## src/rtl/mem_sram_bridge.sv

```systemverilog
`default_nettype none
// ============================================================================
//  Module      : mem_sram_bridge
//  Description : Bridges one arbitrated request at a time onto a 64-bit
//                synchronous single-port SRAM.
//                Flow: IDLE -> [WAIT] -> ACCESS -> RESP -> IDLE.
//                Byte/half/word/dword accesses are lane-aligned on the way
//                in. Read data is right-justified and zero-extended on the
//                way out.
//  Parameters  : WAIT_STATES (0..15) - idle cycles inserted before each access
//                ADDR_W              - SRAM word-address width (64-bit words)
//  Ports       : clk, rst_n (async assert, active low)
//                req_valid, PADDR, HWRITE, PDATA, HSIZE   - request side
//                busy, resp_valid, resp_rdata, resp_err   - response side
//                mem_en, mem_we, mem_addr, mem_be,
//                mem_wdata, mem_rdata                     - SRAM side
//  Options     : `define MEM_BRIDGE_MISALIGN_ERR_EN turns misaligned requests
//                into error responses that never touch the SRAM.
//  Revision    : 1.0 - initial release
// ============================================================================
module mem_sram_bridge #(
    parameter int WAIT_STATES = 0,
    parameter int ADDR_W      = 16
) (
    input  logic              clk,
    input  logic              rst_n,
    input  logic              req_valid,
    input  logic [63:0]       PADDR,
    input  logic              HWRITE,
    input  logic [63:0]       PDATA,
    input  logic [1:0]        HSIZE,
    output logic              busy,
    output logic              resp_valid,
    output logic [63:0]       resp_rdata,
    output logic              resp_err,
    output logic              mem_en,
    output logic              mem_we,
    output logic [ADDR_W-1:0] mem_addr,
    output logic [7:0]        mem_be,
    output logic [63:0]       mem_wdata,
    input  logic [63:0]       mem_rdata
);

    typedef enum logic [1:0] {
        ST_IDLE   = 2'd0,
        ST_WAIT   = 2'd1,
        ST_ACCESS = 2'd2,
        ST_RESP   = 2'd3
    } state_t;

    state_t            state_q, state_d;
    logic [3:0]        cnt_q,   cnt_d;
    logic [ADDR_W+2:0] addr_q,  addr_d;
    logic              we_q,    we_d;
    logic [63:0]       data_q,  data_d;
    logic [1:0]        size_q,  size_d;

    // Only the byte offset and the word address are needed from PADDR.
    logic unused_paddr_hi;
    assign unused_paddr_hi = ^PADDR[63:ADDR_W+3];

`ifdef MEM_BRIDGE_MISALIGN_ERR_EN
    logic err_q, err_d;
    logic w_misalign;

    // An access is aligned when the offset bits below its size are zero.
    always_comb begin
        w_misalign = 1'b0;
        case (HSIZE)
            2'd0:    w_misalign = 1'b0;
            2'd1:    w_misalign = PADDR[0];
            2'd2:    w_misalign = |PADDR[1:0];
            default: w_misalign = |PADDR[2:0];
        endcase
    end
`endif

    // ------------------------------------------------------------------
    // State register
    // ------------------------------------------------------------------
    always_ff @(posedge clk or negedge rst_n) begin
        if (!rst_n) begin
            state_q <= ST_IDLE;
            cnt_q   <= '0;
            addr_q  <= '0;
            we_q    <= 1'b0;
            data_q  <= '0;
            size_q  <= '0;
`ifdef MEM_BRIDGE_MISALIGN_ERR_EN
            err_q   <= 1'b0;
`endif
        end else begin
            state_q <= state_d;
            cnt_q   <= cnt_d;
            addr_q  <= addr_d;
            we_q    <= we_d;
            data_q  <= data_d;
            size_q  <= size_d;
`ifdef MEM_BRIDGE_MISALIGN_ERR_EN
            err_q   <= err_d;
`endif
        end
    end

    // ------------------------------------------------------------------
    // Next-state logic
    // ------------------------------------------------------------------
    always_comb begin
        state_d = state_q;
        cnt_d   = cnt_q;
        addr_d  = addr_q;
        we_d    = we_q;
        data_d  = data_q;
        size_d  = size_q;
`ifdef MEM_BRIDGE_MISALIGN_ERR_EN
        err_d   = err_q;
`endif
        case (state_q)
            ST_IDLE: begin
                if (req_valid) begin
                    addr_d = PADDR[ADDR_W+2:0];
                    we_d   = HWRITE;
                    data_d = PDATA;
                    size_d = HSIZE;
`ifdef MEM_BRIDGE_MISALIGN_ERR_EN
                    err_d  = w_misalign;
                    if (w_misalign) begin
                        state_d = ST_RESP;
                    end else
`endif
                    if (WAIT_STATES > 0) begin
                        state_d = ST_WAIT;
                        cnt_d   = 4'(WAIT_STATES);
                    end else begin
                        state_d = ST_ACCESS;
                    end
                end
            end
            ST_WAIT: begin
                // Counter holds the wait cycles still to spend including this one.
                if (cnt_q <= 4'd1) begin
                    state_d = ST_ACCESS;
                    cnt_d   = 4'd0;
                end else begin
                    cnt_d   = cnt_q - 4'd1;
                end
            end
            ST_ACCESS: state_d = ST_RESP;
            default:   state_d = ST_IDLE;
        endcase
    end

    // ------------------------------------------------------------------
    // Lane alignment
    // ------------------------------------------------------------------
    logic [7:0]  w_be_base;
    logic [63:0] w_rmask;
    logic [63:0] w_rshift;
    logic        w_rd_ok;

    always_comb begin
        w_be_base = 8'h00;
        w_rmask   = '0;
        case (size_q)
            2'd0:    begin w_be_base = 8'h01; w_rmask = 64'h0000_0000_0000_00FF; end
            2'd1:    begin w_be_base = 8'h03; w_rmask = 64'h0000_0000_0000_FFFF; end
            2'd2:    begin w_be_base = 8'h0F; w_rmask = 64'h0000_0000_FFFF_FFFF; end
            default: begin w_be_base = 8'hFF; w_rmask = 64'hFFFF_FFFF_FFFF_FFFF; end
        endcase
    end

    // SRAM data arrives during RESP, one cycle after the ACCESS strobe.
    assign w_rshift = mem_rdata >> {addr_q[2:0], 3'b000};

`ifdef MEM_BRIDGE_MISALIGN_ERR_EN
    assign w_rd_ok  = (state_q == ST_RESP) && !we_q && !err_q;
    assign resp_err = (state_q == ST_RESP) && err_q;
`else
    assign w_rd_ok  = (state_q == ST_RESP) && !we_q;
    assign resp_err = 1'b0;
`endif

    // ------------------------------------------------------------------
    // Outputs
    // ------------------------------------------------------------------
    assign busy       = (state_q != ST_IDLE);
    assign resp_valid = (state_q == ST_RESP);
    assign resp_rdata = w_rd_ok ? (w_rshift & w_rmask) : 64'd0;

    assign mem_en     = (state_q == ST_ACCESS);
    assign mem_we     = (state_q == ST_ACCESS) && we_q;
    // An 8-bit shift drops lanes that would spill past the dword on misaligned accesses.
    assign mem_be     = (state_q == ST_ACCESS) ? (w_be_base << addr_q[2:0]) : 8'h00;
    assign mem_addr   = addr_q[ADDR_W+2:3];
    assign mem_wdata  = data_q << {addr_q[2:0], 3'b000};

endmodule
`default_nettype wire
```

## config.mk

```make
export PLATFORM = sky130hd
export DESIGN_NAME = mem_sram_bridge
export DESIGN_NICKNAME = d
export VERILOG_FILES = /design/src/rtl/mem_sram_bridge.sv
export SDC_FILE = /design/constraint.sdc
export NUM_CORES = 1
export LEC_CHECK = 0
export BUFFER_PORTS_ARGS = -buffer_cell sky130_fd_sc_hd__buf_2
export CAP_MARGIN = 20
export CORE_ASPECT_RATIO = 1.1
export CORE_MARGIN = 3
export CORE_UTILIZATION = 23
export CTS_CLUSTER_SIZE = 30
export DETAILED_ROUTE_END_ITERATION = 12
export GPL_TIMING_DRIVEN = 1
export PLACE_DENSITY_LB_ADDON = 0.3
export SYNTH_ARGS = -nofsm -noshare
export SYNTH_HDL_FRONTEND = slang
export SYNTH_SLANG_ARGS = --single-unit
```

## constraint.sdc

```tcl
create_clock -name clk -period 4.32 [get_ports clk]
set_clock_uncertainty 0.15 [all_clocks]
set_input_delay 0.864 -clock clk [delete_from_list [all_inputs] [get_ports clk]]
set_output_delay 0.864 -clock clk [all_outputs]
set_load 0.03 [all_outputs]
```

==> impl_metrics.csv, run 1 <==
group,metric,value,unit
critical_path,critPathKind,"reg -> out",
sta,worstMarginPinSlew,1.10,ns
critical_path,worstPathCellList,"buf_12, mux2_2, a21oi_1, o22ai_1, buf_2",
sta,hold_viol,0,
placed_design,place_area,8910,sq um
global_routing,grt_pass1_vias,6968,
yosys,synth_fp_nets,984,
routing,top_layer,"met5",
finish,n_fill_cell,3345,
cts,cts-resized-gates,0,
routing,drt_iter0_drc,332,
finish,nets,1235,
finish,diodes,0,
finish,final_core_util,29.8,%
placed_design,hpwl,21.6,mm
yosys,synth_xor_xnor_area_share,0,%
sta,setup_viol,0,
routing,drt_wl_total,27.9,mm
status,outcome,"complete, no violations",
routing,ant_nets,0,
cts,h-tree-depth,3,
job,cap_viol_max_count,0,
yosys,synth_warnings,0,
critical_path,reg2reg_to,"data_q[2]",
critical_path,slowest_stage,"dfrtp_4",
finish,drive_gt1_share,46.8,%
global_routing,grt_pass1_wl,41.7,mm
routing,wire_per_inst,19.2,um
placed_design,dp_cells,1438,
critical_path,reg2reg_depth,4,
worst_hold_path,worst_hold_path.endpoint,"addr_q[8]",
worst_hold_path,min_from,"addr_q[8]",
yosys,synth.area.mux_share,31.3,%
power,switching_share,55.5,%
cts,cts.clk_slew.worst_paths,0.07,ns
yosys,synth-async-reset-ratio,100,%
placed_design,gp_congestion,0.854,
floorplan,die_h,193,um
yosys,synth-simple-area-share,14.1,%
yosys,synth_top_area_share,31.6,%
routing,drtPass1Iterations,5,
critical_path,cp-end-kind,"output pin",
yosys,synth_area_leaders,"dfrtp_1 32%, mux2_2 18%, mux2i_1 10%, nor2_1 4.6%, a21oi_1 3.7%",
critical_path,reg2reg_slack,2.00,ns
finish,multi_input_area,4370,sq um
yosys,synth_cells,784,
yosys,synth_area,7280,sq um
power,power.total,8.49,mW
cts,numClockSinks,92,
power,p_leak,4.38,nW
yosys,synth_commonest_cells,"119 x mux2_2, 92 x dfrtp_1, 89 x nor2_1",
finish,regArea,2310,sq um
sta,timing.fmax,272,MHz
yosys,ys.flop_type,"dfrtp_1",
global_routing,grt_usage,16.0,%
sta,relSlewSlack,26.3,%
yosys,synth_top_family_by_area,"multiplexers",
global_routing,grt_max_degree,72,
critical_path,worst-path-buf-inv,2,
yosys,yosysMostFrequentCell,"mux2_2",
sta,period_share,85.2,%
critical_path,slowest_delay,0.81,ns
yosys,synth.ff_latch_count,92,
critical_path,r2r-start,"state_q[1]",
power,worst_ir_drop_vdd,0.638,mV
cts,root_buffer,"clkbuf_16",
yosys,syn_avg_cell_area,9.28,sq um
routing,wl_met2,13.9,mm
sta,period_minus_slack,3.68,ns
power,internal_power,3.78,mW
routing,viasPerCell,4.71,
finish,fin_area,9190,sq um
critical_path,arrival,2.66,ns
yosys,synth_edf_count,0,
power,powerDensity,924,nW/um^2
power,power.share.combinational,69.6,%
worst_hold_path,hold_depth,1,
sta,final_max_slew_viol_count,0,
cts,hold_buffers,0,
yosys,yosysTopAreaCell,"dfrtp_1",
floorplan,fp.dieW,176,um
power,p_sw,4.71,mW
routing,dr_wl_met3,1.91,mm
floorplan,initial_core_util,23.6,%
critical_path,cp_top_family,"flip-flops",
floorplan,rows,67,
placed_design,port_buffers,308,
cts,clk_latency,0.36,ns
yosys,synth_cell_types,53,
floorplan,fp.dieArea,33800,sq um
finish,area_delta_synth_final,26.3,%
global_routing,antenna_found_initial,2,
routing,vias,6854,
cts,cts_buffers,9,
critical_path,worstPathRequired,3.31,ns
floorplan,ios,355,
finish,instances_no_fill,1454,
power,power_frac_clock,9.1,%
sta,rsz0062_at_grt,"false",
power,p_seq_share,21.3,%
routing,drc,0,
yosys,synthAdderAreaFrac,0.344,%
sta,final.setup.tns,0,ns
global_routing,overflow,0,
cts,tritoncts,"done",
worst_hold_path,hold_path_class,"reg -> reg",
cts,post_cts_buffers,0,
cts,cts_buffer_depth,2,
routing,wl_met1,11.3,mm
critical_path,cp_max_fo,59,
yosys,synth_compound_gate_area_share,14.3,%
critical_path,start_kind,"flip-flop",
yosys,ys_seq_area_share,31.6,%
floorplan,core_area,30800,sq um
==> logic make-up (layout without fill, tap and decap cells) <==
group | count (synthesis) | count (layout)
buffers and inverters | 90 | 346
multiplexers | 211 | 211
flip-flops | 92 | 92
AO/OA/AOI/OAI | 166 | 166
other | 1 | 1
adder cells (fa/ha/maj) | 2 | 2
AND/OR/NAND/NOR | 222 | 222
==> cell usage in the layout (no fill, tap or decap), types with 4 or more instances in the layout <==
master,netlist,final
a211oi_1,10,10
a21oi_1,54,54
a22oi_1,4,4
a311oi_1,7,7
a31o_2,8,8
and2_1,11,11
and3_1,8,8
buf_2,24,307
buf_4,29,14
clkbuf_16,0,9
dfrtp_1,92,89
inv_1,6,6
mux2_1,16,16
mux2_2,119,119
mux2i_1,76,76
nand2_1,65,65
nand2b_1,4,4
nand3_1,8,8
nor2_1,89,89
nor3_1,4,4
o211ai_1,6,6
o21ai_0,35,35
o22ai_1,25,25
or2_1,13,13
or2_2,4,4
==> layout make-up <==
cell class                      count  area share, %
Multi-Input combinational cell    602           47.6
Sequential cell                    92           25.2
Timing Repair Buffer              323           18.3
Tap cell                          414           5.64
Clock buffer                        9           2.45
Clock inverter                      7          0.558
Inverter                            7          0.286
==> state kept, by name, indices dropped and copies added, names as in the netlist <==
| register | count |
|---|---|
| data_q | 64 |
| addr_q | 19 |
| cnt_q | 4 |
| size_q | 2 |
| state_q | 2 |
| we_q | 1 |
==> power groups by stage <==
stage               Clock (mW)  Combinational (mW)  Sequential [mW]
global placement             0                5.95             1.83
floorplan                    0                4.77             1.51
finish                   0.769                5.91             1.81
global route             0.834                6.43             1.90
CTS                      0.798                5.99             1.83
detailed placement           0                5.97             1.85
==> metal layers <==
layer | GRT usage (%) | vias up
met5 | 0 | -
met4 | 6.06 | 2
met3 | 3.25 | 48
met2 | 28.9 | 287
met1 | 18.8 | 3221
li1 | - | 3296
==> how the worst max path moves through the flow <==
| stage | from | endpoint | slack (ns) | cells after the start |
|---|---|---|---|---|
| after global placement | addr_q[1] | resp_rdata[5] | 1.0 | 5 |
| final | addr_q[1] | resp_rdata[4] | 0.64 | 5 |
| after CTS | addr_q[1] | resp_rdata[29] | 0.57 | 5 |
| after global routing | addr_q[0] | resp_rdata[22] | 0.47 | 5 |
| after floorplan | mem_rdata[58] | resp_rdata[10] | 1.29 | 3 |
| after detailed placement | addr_q[1] | resp_rdata[29] | 0.99 | 5 |
==> per-stage QoR <==
stage	hold slack, ns	worst slack, ns
final	0.335	0.641
after global routing	0.358	0.470
after CTS	0.341	0.568
after detailed placement	0.324	0.987
after global placement	0.315	0.996
after floorplan	0.307	1.29
(Power assumes the default switching activity.)
==> inputs of run 2 (changes only) <==
- CORE_AREA: default -> 3 3 135 137
- CORE_ASPECT_RATIO: 1.1 -> default
- CORE_MARGIN: 3 -> default
- CORE_UTILIZATION: 23 -> default
- DIE_AREA: default -> 0 0 138 140
==> impl_metrics.csv, run 2 (synthesis results as in run 1) <==
group,metric,value,unit
power,power.total,8.39,mW
sta,hold_viol,0,
sta,period_minus_slack,3.62,ns
floorplan,fp.dieW,138,um
cts,h-tree-depth,3,
global_routing,grt_usage,24.6,%
sta,final_max_slew_viol_count,0,
sta,worstMarginPinSlew,1.00,ns
cts,cts_buffer_depth,2,
critical_path,critPathKind,"reg -> out",
routing,drt_wl_total,24.9,mm
global_routing,grt_pass1_vias,7005,
finish,top_register,"data_q",
finish,final_common_cell,"buf_2",
floorplan,rows,48,
critical_path,r2r-start,"state_q[1]",
critical_path,start_kind,"flip-flop",
finish,top_regs,"data_q: 64 flops, addr_q: 19 flops, cnt_q: 4 flops",
power,p_leak,4.38,nW
critical_path,cp-end-kind,"output pin",
routing,ant_nets,0,
placed_design,gp_congestion,0.916,
cts,post_cts_buffers,0,
critical_path,worstPathRequired,3.31,ns
critical_path,cp_max_fo,39,
sta,setup_viol,0,
routing,drc,0,
floorplan,initial_core_util,42.4,%
worst_hold_path,min_from,"addr_q[4]",
sta,setup_ws,0.696,ns
floorplan,core_area,17200,sq um
cts,numClockSinks,92,
finish,nets,1234,
finish,regArea,2310,sq um
power,powerDensity,938,nW/um^2
global_routing,antenna_found_initial,1,
cts,cts_buffers,9,
routing,viasPerCell,5.49,
power,worst_ir_drop_vdd,0.809,mV
critical_path,arrival,2.61,ns
sta,relSlewSlack,32.7,%
global_routing,grt_max_degree,89,
sta,period_share,83.9,%
status,outcome,"complete, no violations",
placed_design,dp_slack,1.05,ns
job,cap_viol_max_count,0,
finish,mostFrequentLayoutCells,"307 x buf_2, 119 x mux2_2, 89 x nor2_1, 89 x dfrtp_1, 76 x mux2i_1",
critical_path,reg2reg_depth,4,
finish,n_fill_cell,1643,
finish,instances_no_fill,1264,
routing,vias,6936,
placed_design,dp_cells,1248,
finish,largest_reg_flops,64,
cts,root_buffer,"clkbuf_16",
cts,cts.clk_slew.worst_paths,0.07,ns
floorplan,ios,355,
placed_design,hpwl,18.7,mm
finish,final_core_util,52.1,%
global_routing,overflow,0,
cts,hold_buffers,0,
floorplan,die_h,140,um
worst_hold_path,worst_hold_path.endpoint,"addr_q[4]",
sta,final.setup.tns,0,ns
placed_design,port_buffers,308,
cts,clk_latency,0.33,ns
worst_hold_path,hold_depth,1,
placed_design,place_area,8670,sq um
routing,drtPass1Iterations,5,
routing,drt_iter0_drc,342,
routing,wire_per_inst,19.7,um
finish,drive_gt1_share,46.6,%
cts,tritoncts,"done",
worst_hold_path,hold_path_class,"reg -> reg",
global_routing,grt_pass1_wl,38.5,mm
critical_path,reg2reg_to,"data_q[26]",
floorplan,fp.dieArea,19300,sq um
finish,multi_input_area,4370,sq um
cts,cts-resized-gates,0,
sta,rsz0062_at_grt,"false",
sta,timing.fmax,276,MHz
finish,diodes,0,
critical_path,reg2reg_slack,2.22,ns
sta,hold_slack,0.334,ns
finish,fin_area,8950,sq um
finish,area_delta_synth_final,23.0,%
[run 2: changes by cell type in the layout (fill, tap and decap cells not counted), sizes merged]
cell      delta
clkinv       -1
clkinvlp     -1
buf          -1
clkbuf       +2
[run 2: area by class of cell]
class | count | area share (%)
well taps | 225 | 3.15
repair buffers | 322 | 18.7
multi-input cells | 602 | 48.9
inverters | 7 | 0.294
clock inverters | 5 | 0.517
flip-flops and latches | 92 | 25.8
clock buffers | 11 | 2.60
[run 2: per-layer routing]
layer | vias to the layer above | GRT usage (%) | wire length (um)
li1 | 3289 | - | -
met1 | 3290 | 28.0 | 9530
met2 | 320 | 45.3 | 12700
met3 | 35 | 6.52 | 2140
met4 | 2 | 7.44 | 549
met5 | - | 0 | 7
[run 2: worst max-delay path, stage by stage (launching register included)]
cell and delay (ns):
dfrtp_4 0.66, buf_4 0.57, mux2_2 0.41, o21ai_0 0.31, mux2i_1 0.11, buf_2 0.19
[run 2: report_power, final]
part | switching, mW | internal (mW) | leakage, nW
sequential | 0.476 | 1.29 | 1.09
clock | 0.344 | 0.400 | 0.136
combinational | 3.80 | 2.08 | 3.15
[run 2: how the worst max path moves through the flow]
stage | start | to | slack, ns | cells past startpoint
floorplan | mem_rdata[58] | resp_rdata[10] | 1.29 | 3
finish | addr_q[1] | mem_wdata[57] | 0.70 | 5
global route | addr_q[1] | resp_rdata[0] | 0.55 | 5
global placement | addr_q[1] | mem_wdata[57] | 1.06 | 5
detailed placement | addr_q[1] | mem_wdata[57] | 1.05 | 5
CTS | addr_q[1] | mem_wdata[57] | 0.66 | 5
